===== config.mk =====
export PLATFORM = sky130hd
export DESIGN_NAME = pipo_rr_arbiter
export DESIGN_NICKNAME = d
export VERILOG_FILES = /design/src/rtl/pipo_arb_pkg.sv /design/src/rtl/rr_pick.sv /design/src/rtl/pipo_rr_arbiter.sv
export SDC_FILE = /design/constraint.sdc
export NUM_CORES = 1
export LEC_CHECK = 0
export ABC_AREA = 1
export CAP_MARGIN = 20
export CORE_MARGIN = 5
export CORE_UTILIZATION = 50
export DETAILED_ROUTE_END_ITERATION = 12
export PLACE_DENSITY = 0.85
export SYNTH_ARGS = -nofsm -noshare
export SYNTH_HDL_FRONTEND = slang
export SYNTH_SLANG_ARGS = --single-unit

===== constraint.sdc =====
create_clock -name clk -period 5.01 [get_ports clk]
set_input_delay 0.7515 -clock clk [delete_from_list [all_inputs] [get_ports clk]]
set_output_delay 0.7515 -clock clk [all_outputs]
set_load 0.02 [all_outputs]

===== src/rtl/pipo_arb_pkg.sv =====
// Shared types and defaults for the round-robin holding-register arbiter.
// Sizing helpers keep index vectors at least one bit wide.
package pipo_arb_pkg;

  typedef enum logic [0:0] {
    IDLE  = 1'b0,
    OWNED = 1'b1
  } arb_state_e;

  localparam int DEF_N_REQ    = 4;
  localparam int DEF_WIDTH    = 4;
  localparam int DEF_MAX_HOLD = 8;

  function automatic int idx_width(input int n);
    return (n > 1) ? $clog2(n) : 1;
  endfunction

endpackage


===== src/rtl/rr_pick.sv =====
// Combinational round-robin picker: first eligible index at or after the
// pointer, wrapping modulo N_REQ.
module rr_pick
  import pipo_arb_pkg::*;
#(
  parameter int N_REQ = DEF_N_REQ,
  parameter int IDX_W = idx_width(DEF_N_REQ)
) (
  input  logic [N_REQ-1:0] eligible_i,
  input  logic [IDX_W-1:0] ptr_i,
  output logic [N_REQ-1:0] onehot_o,
  output logic [IDX_W-1:0] idx_o,
  output logic             valid_o
);

  logic [IDX_W-1:0] cand;
  int               sum;

  // Scan from the pointer; the first hit locks out later candidates.
  always_comb begin
    onehot_o = '0;
    idx_o    = '0;
    valid_o  = 1'b0;
    cand     = '0;
    sum      = 0;
    for (int off = 0; off < N_REQ; off++) begin
      sum  = int'(ptr_i) + off;
      sum  = (sum >= N_REQ) ? (sum - N_REQ) : sum;
      cand = IDX_W'(sum);
      if (!valid_o && eligible_i[cand]) begin
        valid_o        = 1'b1;
        idx_o          = cand;
        onehot_o[cand] = 1'b1;
      end else begin
        valid_o = valid_o;
      end
    end
  end

endmodule


===== src/rtl/pipo_rr_arbiter.sv =====
// Round-robin arbiter owning a shared parallel-in/parallel-out register,
// with a per-grant load limit that forces release and masks the hog.
module pipo_rr_arbiter
  import pipo_arb_pkg::*;
#(
  parameter int  N_REQ    = DEF_N_REQ,
  parameter int  WIDTH    = DEF_WIDTH,
  parameter int  MAX_HOLD = DEF_MAX_HOLD,
  localparam int IDX_W    = idx_width(N_REQ)
) (
  input  logic                   clk,
  input  logic                   rst_n,
  input  logic [N_REQ-1:0]       req_i,
  input  logic [N_REQ*WIDTH-1:0] data_in_i,
  output logic [N_REQ-1:0]       gnt_o,
  output logic [IDX_W-1:0]       owner_o,
  output logic [WIDTH-1:0]       p_out_o,
  output logic                   out_valid_o,
  output logic                   timeout_o
);

  localparam int CNT_W = $clog2(MAX_HOLD + 1);

  arb_state_e       state_q, state_d;
  logic [IDX_W-1:0] ptr_q, ptr_d;
  logic [N_REQ-1:0] mask_q, mask_d;
  logic [CNT_W-1:0] cnt_q, cnt_d;
  logic [N_REQ-1:0] gnt_q, gnt_d;
  logic [IDX_W-1:0] owner_q, owner_d;
  logic [WIDTH-1:0] p_out_q, p_out_d;
  logic             out_valid_q, out_valid_d;
  logic             timeout_q, timeout_d;

  logic [WIDTH-1:0] data_arr_s [N_REQ];
  logic [N_REQ-1:0] eligible_s;
  logic [N_REQ-1:0] pick_onehot_s;
  logic [IDX_W-1:0] pick_idx_s;
  logic             pick_valid_s;
  logic [IDX_W-1:0] next_ptr_s;

  for (genvar i = 0; i < N_REQ; i++) begin : g_unpack
    assign data_arr_s[i] = data_in_i[i*WIDTH +: WIDTH];
  end

  assign eligible_s = req_i & ~mask_q;
  assign next_ptr_s = (owner_q == IDX_W'(N_REQ - 1)) ? '0 : (owner_q + IDX_W'(1));

  rr_pick #(
    .N_REQ (N_REQ),
    .IDX_W (IDX_W)
  ) u_pick (
    .eligible_i (eligible_s),
    .ptr_i      (ptr_q),
    .onehot_o   (pick_onehot_s),
    .idx_o      (pick_idx_s),
    .valid_o    (pick_valid_s)
  );

  // Next-state: grant selection, hold-limit release and mask maintenance.
  always_comb begin
    state_d     = state_q;
    ptr_d       = ptr_q;
    mask_d      = mask_q & req_i;
    cnt_d       = cnt_q;
    gnt_d       = gnt_q;
    owner_d     = owner_q;
    p_out_d     = p_out_q;
    out_valid_d = out_valid_q;
    timeout_d   = 1'b0;
    case (state_q)
      IDLE: begin
        if (pick_valid_s) begin
          state_d     = OWNED;
          gnt_d       = pick_onehot_s;
          owner_d     = pick_idx_s;
          p_out_d     = data_arr_s[pick_idx_s];
          out_valid_d = 1'b1;
          cnt_d       = CNT_W'(1);
        end else begin
          state_d = IDLE;
        end
      end
      OWNED: begin
        if (!req_i[owner_q]) begin
          state_d = IDLE;
          gnt_d   = '0;
          ptr_d   = next_ptr_s;
        end else if (cnt_q >= CNT_W'(MAX_HOLD)) begin
          // Mask bit is set even though req is high, so it overrides the clear.
          state_d         = IDLE;
          gnt_d           = '0;
          ptr_d           = next_ptr_s;
          timeout_d       = 1'b1;
          mask_d[owner_q] = 1'b1;
        end else begin
          p_out_d = data_arr_s[owner_q];
          cnt_d   = cnt_q + CNT_W'(1);
        end
      end
      default: begin
        state_d = IDLE;
        gnt_d   = '0;
      end
    endcase
  end

  // State and output registers.
  always_ff @(posedge clk or negedge rst_n) begin
    if (!rst_n) begin
      state_q     <= IDLE;
      ptr_q       <= '0;
      mask_q      <= '0;
      cnt_q       <= '0;
      gnt_q       <= '0;
      owner_q     <= '0;
      p_out_q     <= '0;
      out_valid_q <= 1'b0;
      timeout_q   <= 1'b0;
    end else begin
      state_q     <= state_d;
      ptr_q       <= ptr_d;
      mask_q      <= mask_d;
      cnt_q       <= cnt_d;
      gnt_q       <= gnt_d;
      owner_q     <= owner_d;
      p_out_q     <= p_out_d;
      out_valid_q <= out_valid_d;
      timeout_q   <= timeout_d;
    end
  end

  assign gnt_o       = gnt_q;
  assign owner_o     = owner_q;
  assign p_out_o     = p_out_q;
  assign out_valid_o = out_valid_q;
  assign timeout_o   = timeout_q;

endmodule


==> results of run 1 <==
-- registers in the layout, indices dropped and copies added, names as in the netlist --
name         cells
p_out_o          4
gnt_o            4
out_valid_o      1
cnt_q            4
ptr_q            2
timeout_o        1
owner_o          2
mask_q           4
state_q          1
-- logic make-up after synthesis --
logic type	Yosys count	share of synthesized area, %
buffers and inverters	38	8.58
and+or+nand+nor	117	36.4
AOI/OAI and AO/OA	46	14.9
adders and majority gates	14	9.24
DFF	23	30.4
xor gates and xnor gates	1	0.462
-- cells in the mapped netlist (all sizes together) --
library cell  number
clkbuf             1
a31oi              4
buf                3
a21oi             15
clkinv             2
a22o               4
inv               32
nand2             61
xor2               1
or2                1
ha                14
nor2               7
o31ai              1
nand3             40
o21ai             18
o221ai             4
dfrtp             23
nand4              3
nor3               1
nand3b             4
-- final cells by class --
cell class	count	area, sq um
fillers	312	1320
multi-input cells	178	1160
flip-flops and latches	23	576
repair buffers	34	358
inverters	34	138
well taps	48	60.1
clock buffers	3	41.3
clock inverters	1	7.51
-- power breakdown --
group | leakage [nW] | switching [mW] | internal (mW)
registers | 0.291 | 0.104 | 0.248
clock network | 0.0217 | 0.0642 | 0.0563
logic | 0.776 | 0.701 | 0.391
total | 1.09 | 0.870 | 0.696
-- how the worst min path moves through the flow --
stage                                       start                 endpoint  slack, ns  depth (start not counted)
final                     out_valid_o$_DFFE_PN0P_  out_valid_o$_DFFE_PN0P_       0.48                          1
after global routing      out_valid_o$_DFFE_PN0P_  out_valid_o$_DFFE_PN0P_       0.51                          1
after CTS                 out_valid_o$_DFFE_PN0P_  out_valid_o$_DFFE_PN0P_       0.49                          1
after detailed placement  out_valid_o$_DFFE_PN0P_  out_valid_o$_DFFE_PN0P_       0.46                          1
after global placement    out_valid_o$_DFFE_PN0P_  out_valid_o$_DFFE_PN0P_       0.45                          1
after floorplan                             rst_n     cnt_q[0]$_DFFE_PN0P_       0.46                          0
-- routing by layer --
metal | vias up | track usage (%) | wire (microns)
met5 | - | 0 | 0
met4 | 0 | 4.38 | 33
met3 | 6 | 1.82 | 220
met2 | 52 | 31.3 | 2340
met1 | 819 | 24.9 | 1990
li1 | 871 | - | -
-- critical path, delay by kind of cell (launching register included) --
| family | cells | cell delay (ns) |
|---|---|---|
| buffers and inverters | 3 | 0.32 |
| and+or+nand+nor | 9 | 1.00 |
| adders and majority gates | 1 | 0.39 |
| DFF | 1 | 0.79 |
==> impl_metrics.py, run 1 <==
metrics = {
    "status": {
        "status": "finished, final reports clean",
    },
    "synthesis": {
        "synth_cells": 239,
        "yosysTopAreaCell": "dfrtp_1",
        "syn_area_sq_um": 1900,
        "synth_fp_nets": 275,
        "ys_seq_elements": 23,
        "synth_warnings": 0,
        "yosys.cell_types.count": 31,
        "ys_seq_area_share_pct": 30.4,
        "synth_area_leaders": "dfrtp_1, nand2_1, ha_1",
        "yosysTopAreaCellShare_pct": 30.4,
        "synth.avg_cell_area_sq_um": 7.93,
    },
    "critical_path": {
        "end_kind": "flop",
        "ff2ff_path_depth": 13,
        "crit_end": "p_out_o[0]$_DFFE_PN0P_",
        "rr_startpoint": "ptr_q[0]$_DFFE_PN0P_",
        "crit_path_max_fanout": 12,
        "arrival_ns": 2.76,
        "crit_path_cell_trace": "inv_6 -> ha_1 -> inv_1 -> nand3_2 -> nand2_4 -> nand3_4 -> nor2_1 -> inv_1 -> nand2_2 -> nand3_1 -> nand3_1 -> nand2_1 -> nand2_1",
        "crit_required_ns": 5.22,
        "crit_path_start_kind": "flop",
        "max_stage_delay_ns": 0.79,
        "cp-startpoint": "ptr_q[0]$_DFFE_PN0P_",
        "worstReg2RegEnd": "p_out_o[0]$_DFFE_PN0P_",
        "worstSetupPathType": "flop to flop",
        "slowest_stage": "dfrtp_1",
        "reg2reg_slack_ns": 2.46,
    },
    "placement": {
        "dp_cells": 316,
        "hpwl_mm": 3.53,
        "placed_area_sq_um": 2260,
        "dpl_worst_slack_ns": 2.33,
        "portBuffers": 33,
        "place_congestion": 0.897,
    },
    "clock_tree": {
        "hold_buffers": 0,
        "cts_setup_buffers": 0,
        "cts_tree": "built",
        "clk_pin_slew_worst_paths_ns": 0.09,
        "ctsResizeCount": 0,
        "clock_path_buffers": 2,
        "h-tree-depth": 1,
        "clock_latency_ns": 0.27,
        "numCtsBuffers": 3,
        "cts.sinks": 23,
        "root_buffer": "clkbuf_8",
    },
    "timing": {
        "setup_viol": 0,
        "finalClockSkew_ns": 0.00322,
        "relSlewSlack_pct": 54.2,
        "finalMaxSlewViolations": 0,
        "setup_tns_ns": 0,
        "holdWs_ns": 0.483,
        "finalCriticalPeriod_ns": 2.55,
        "tightest_slew_ns": 0.687,
        "fmax_mhz": 392,
        "final_hold_viol_count": 0,
        "post-route-worst-setup-slack_ns": 2.46,
        "period_share_pct": 51.0,
        "rsz0062_at_grt": "false",
    },
    "global_route": {
        "grt_max_degree": 24,
        "first_global_vias": 1661,
        "antenna_found_initial": 0,
        "grt_overflow_total": 0,
        "grt_use_total_pct": 18.4,
        "grt_pass1_wl_mm": 7.66,
    },
    "layout": {
        "nets": 310,
        "final_common_cell": "nand2_1",
        "syn_to_final_growth_pct": 23.3,
        "fin_area_sq_um": 2340,
        "final_cell_mix": "nand2_1, clkdlybuf4s50_1, inv_1",
        "fin_cells": 321,
        "insertedDiodeCount": 0,
        "drive_gt1_share_pct": 12.8,
        "fin_util_pct": 63.8,
    },
    "detailed_routing": {
        "initialDrtViolationCount": 130,
        "routed_wl_mm": 4.58,
        "wl_per_cell_microns": 14.3,
        "viasPerCell": 5.45,
        "drc": 0,
        "drt_first_pass_iters": 4,
        "ant_nets": 0,
        "vias": 1748,
    },
    "hold_path": {
        "hp-class": "flop to flop",
    },
    "floorplanning": {
        "core_area_sq_um": 3660,
        "ios": 34,
        "die_x_microns": 71.6,
        "die_y_microns": 71.6,
        "dieArea_sq_um": 5120,
        "placementRows": 22,
        "start_util_pct": 51.8,
    },
    "pwr": {
        "powerDensity_nw_per_um2": 670,
        "max-vdd-ir-drop_uv": 377,
        "power_mw": 1.57,
        "leakagePower_nw": 1.09,
    },
    "job": {
        "max-cap-violations": 0,
    },
}
Power figures use the tool's default switching activity.
==> inputs of run 2 (changes only) <==
--- a/config.mk
+++ b/config.mk
@@ -8,7 +8,7 @@
 export ABC_AREA = 1
 export CAP_MARGIN = 20
 export CORE_MARGIN = 5
-export CORE_UTILIZATION = 50
+export CORE_UTILIZATION = 48
 export DETAILED_ROUTE_END_ITERATION = 12
 export PLACE_DENSITY = 0.85
 export SYNTH_ARGS = -nofsm -noshare
==> constraint.sdc (replaced) <==
create_clock -name clk -period 2.2 [get_ports clk]
set_input_delay 0.33 -clock clk [delete_from_list [all_inputs] [get_ports clk]]
set_output_delay 0.33 -clock clk [all_outputs]
set_load 0.02 [all_outputs]
==> run 2 against run 1 <==
Critical path depth is the same. Cell count rose by 3.7%. Sequential cell count unchanged. Cell area is 3.5% higher. Combinational power rose to 2.6 times the previous value. Maximum frequency grew 30%. Worst hold slack worse by 0.089 ns. Clock skew decreased by 0.00058 ns. Count of clock-buffer cells in the layout is the same. Global-route usage is 1.0 points higher. Largest power group unchanged. Total power is 140% higher.
==> impl_metrics.py, run 2 (synthesis results as in run 1) <==
metrics = {
    "status": {
        "status": "finished, final reports clean",
    },
    "critical_path": {
        "max_stage_delay_ns": 0.42,
        "ff2ff_path_depth": 13,
        "reg2reg_slack_ns": 0.24,
        "crit_required_ns": 2.42,
        "rr_startpoint": "ptr_q[0]$_DFFE_PN0P_",
        "cp-startpoint": "ptr_q[0]$_DFFE_PN0P_",
        "arrival_ns": 2.18,
        "crit_buf_inv": 2,
        "crit_path_cell_trace": "clkinv_4 -> ha_4 -> inv_1 -> nand3_2 -> nand2_4 -> nand3_4 -> nand2_2 -> nand2_2 -> a21oi_2 -> nand3_1 -> nand3_1 -> nand2_1 -> nand2_1",
        "crit_path_max_fanout": 6,
        "crit_path_start_kind": "flop",
        "worstSetupPathType": "flop to flop",
        "crit_end": "p_out_o[2]$_DFFE_PN0P_",
        "worstReg2RegEnd": "p_out_o[2]$_DFFE_PN0P_",
        "critical-path-top-delay-family": "simple AND/OR/NAND/NOR gates",
        "critical_path_depth": 13,
        "end_kind": "flop",
        "slowest_stage": "dfrtp_1",
    },
    "timing": {
        "post-route-worst-setup-slack_ns": 0.241,
        "period_share_pct": 89.1,
        "rsz0062_at_grt": "false",
        "fmax_mhz": 510,
        "setup_viol": 0,
        "finalMaxSlewViolations": 0,
        "relSlewSlack_pct": 79.1,
        "setup_tns_ns": 0,
        "finalClockSkew_ns": 0.00264,
        "final_hold_viol_count": 0,
        "holdWs_ns": 0.394,
        "tightest_slew_ns": 0.313,
        "finalCriticalPeriod_ns": 1.96,
    },
    "floorplanning": {
        "start_util_pct": 50.6,
        "die_y_microns": 72.8,
        "core_area_sq_um": 3740,
        "dieArea_sq_um": 5310,
        "placementRows": 22,
        "die_x_microns": 72.8,
        "ios": 34,
    },
    "layout": {
        "fin_cells": 333,
        "fillers": 334,
        "fin_area_sq_um": 2420,
        "nets": 322,
        "drive_gt1_share_pct": 16.8,
        "insertedDiodeCount": 0,
        "final_common_cell": "nand2_1",
        "syn_to_final_growth_pct": 27.7,
        "final_cell_mix": "nand2_1, clkdlybuf4s50_1, inv_1",
        "fin_util_pct": 64.6,
    },
    "pwr": {
        "powerDensity_nw_per_um2": 1570,
        "power_mw": 3.79,
        "max-vdd-ir-drop_uv": 1200,
        "leakagePower_nw": 1.14,
    },
    "clock_tree": {
        "numCtsBuffers": 3,
        "cts_tree": "built",
        "root_buffer": "clkbuf_8",
        "h-tree-depth": 1,
        "clock_path_buffers": 2,
        "clock_latency_ns": 0.28,
        "clk_pin_slew_worst_paths_ns": 0.10,
        "cts.sinks": 23,
    },
    "global_route": {
        "grt_use_total_pct": 19.4,
        "first_global_vias": 1784,
        "antenna_found_initial": 0,
        "grt_pass1_wl_mm": 8.05,
        "grt_overflow_total": 0,
        "grt_max_degree": 24,
    },
    "detailed_routing": {
        "wl_met3_microns": 250,
        "wl_met2_mm": 2.48,
        "wl_per_cell_microns": 14.5,
        "drc": 0,
        "ant_nets": 0,
        "met1_length_mm": 2.07,
        "initialDrtViolationCount": 130,
        "routed_wl_mm": 4.83,
        "drt_first_pass_iters": 4,
        "viasPerCell": 5.47,
        "vias": 1823,
        "maxUsedRoutingLayer": "met4",
    },
    "placement": {
        "place_congestion": 0.926,
        "portBuffers": 33,
        "dpl_worst_slack_ns": 0.00387,
        "dp_cells": 328,
        "placed_area_sq_um": 2350,
        "hpwl_mm": 3.77,
    },
    "hold_path": {
        "hp-class": "input pin to async pin",
    },
    "job": {
        "max-cap-violations": 0,
    },
}
## run 2: cell count changes in the layout (fill, tap and decap cells not counted)
cell,delta
ha_4,+1
buf_4,+13
inv_6,-1
buf_16,-1
clkinv_4,+1
ha_1,-1
## run 2: report_power, final
part | internal (mW) | total, mW | switching (mW)
logic | 1.04 | 2.84 | 1.79
registers | 0.568 | 0.663 | 0.0951
clock network | 0.129 | 0.295 | 0.166
total | 1.74 | 3.79 | 2.05
## run 2: timing repair
action	4_1_cts	5_1_grt
endpoints found under the setup margin	0	4
resized for setup	0	3
hold buffers	0	0
buffers inserted	0	1
## run 2: worst min path at each step
stage,start,depth (start not counted),end
6_report,rst_n,2,p_out_o[2]$_DFFE_PN0P_
5_1_grt,rst_n,2,p_out_o[2]$_DFFE_PN0P_
4_1_cts,rst_n,2,p_out_o[2]$_DFFE_PN0P_
3_5_place_dp,out_valid_o$_DFFE_PN0P_,1,out_valid_o$_DFFE_PN0P_
3_3_place_gp,out_valid_o$_DFFE_PN0P_,1,out_valid_o$_DFFE_PN0P_
2_1_floorplan,rst_n,0,cnt_q[0]$_DFFE_PN0P_
## run 2: layer usage
metal  GRT usage (%)  up-vias
met5               0        -
met3            4.41        2
li1                -      892
met2            33.8       38
met4            3.28        0
met1            24.7      891
## run 2: cell type report
type / instances / area (sq um) / share of cell area (%)
clock buffer: 3 / 41.3 / 1.71
clock inverter: 1 / 7.51 / 0.310
inverter: 34 / 138 / 5.69
multi-input combinational: 178 / 1170 / 48.3
sequential: 23 / 576 / 23.8
tap: 48 / 60.1 / 2.48
timing repair buffer: 46 / 428 / 17.7
==> inputs of run 3 (changes only) <==
--- a/config.mk
+++ b/config.mk
@@ -11,6 +11,7 @@
 export CORE_UTILIZATION = 48
 export DETAILED_ROUTE_END_ITERATION = 12
 export PLACE_DENSITY = 0.85
+export SKIP_LAST_GASP = 1
 export SYNTH_ARGS = -nofsm -noshare
 export SYNTH_HDL_FRONTEND = slang
 export SYNTH_SLANG_ARGS = --single-unit
==> results of run 3 <==
Final layout, timing and power as in run 2 (identical DEF).
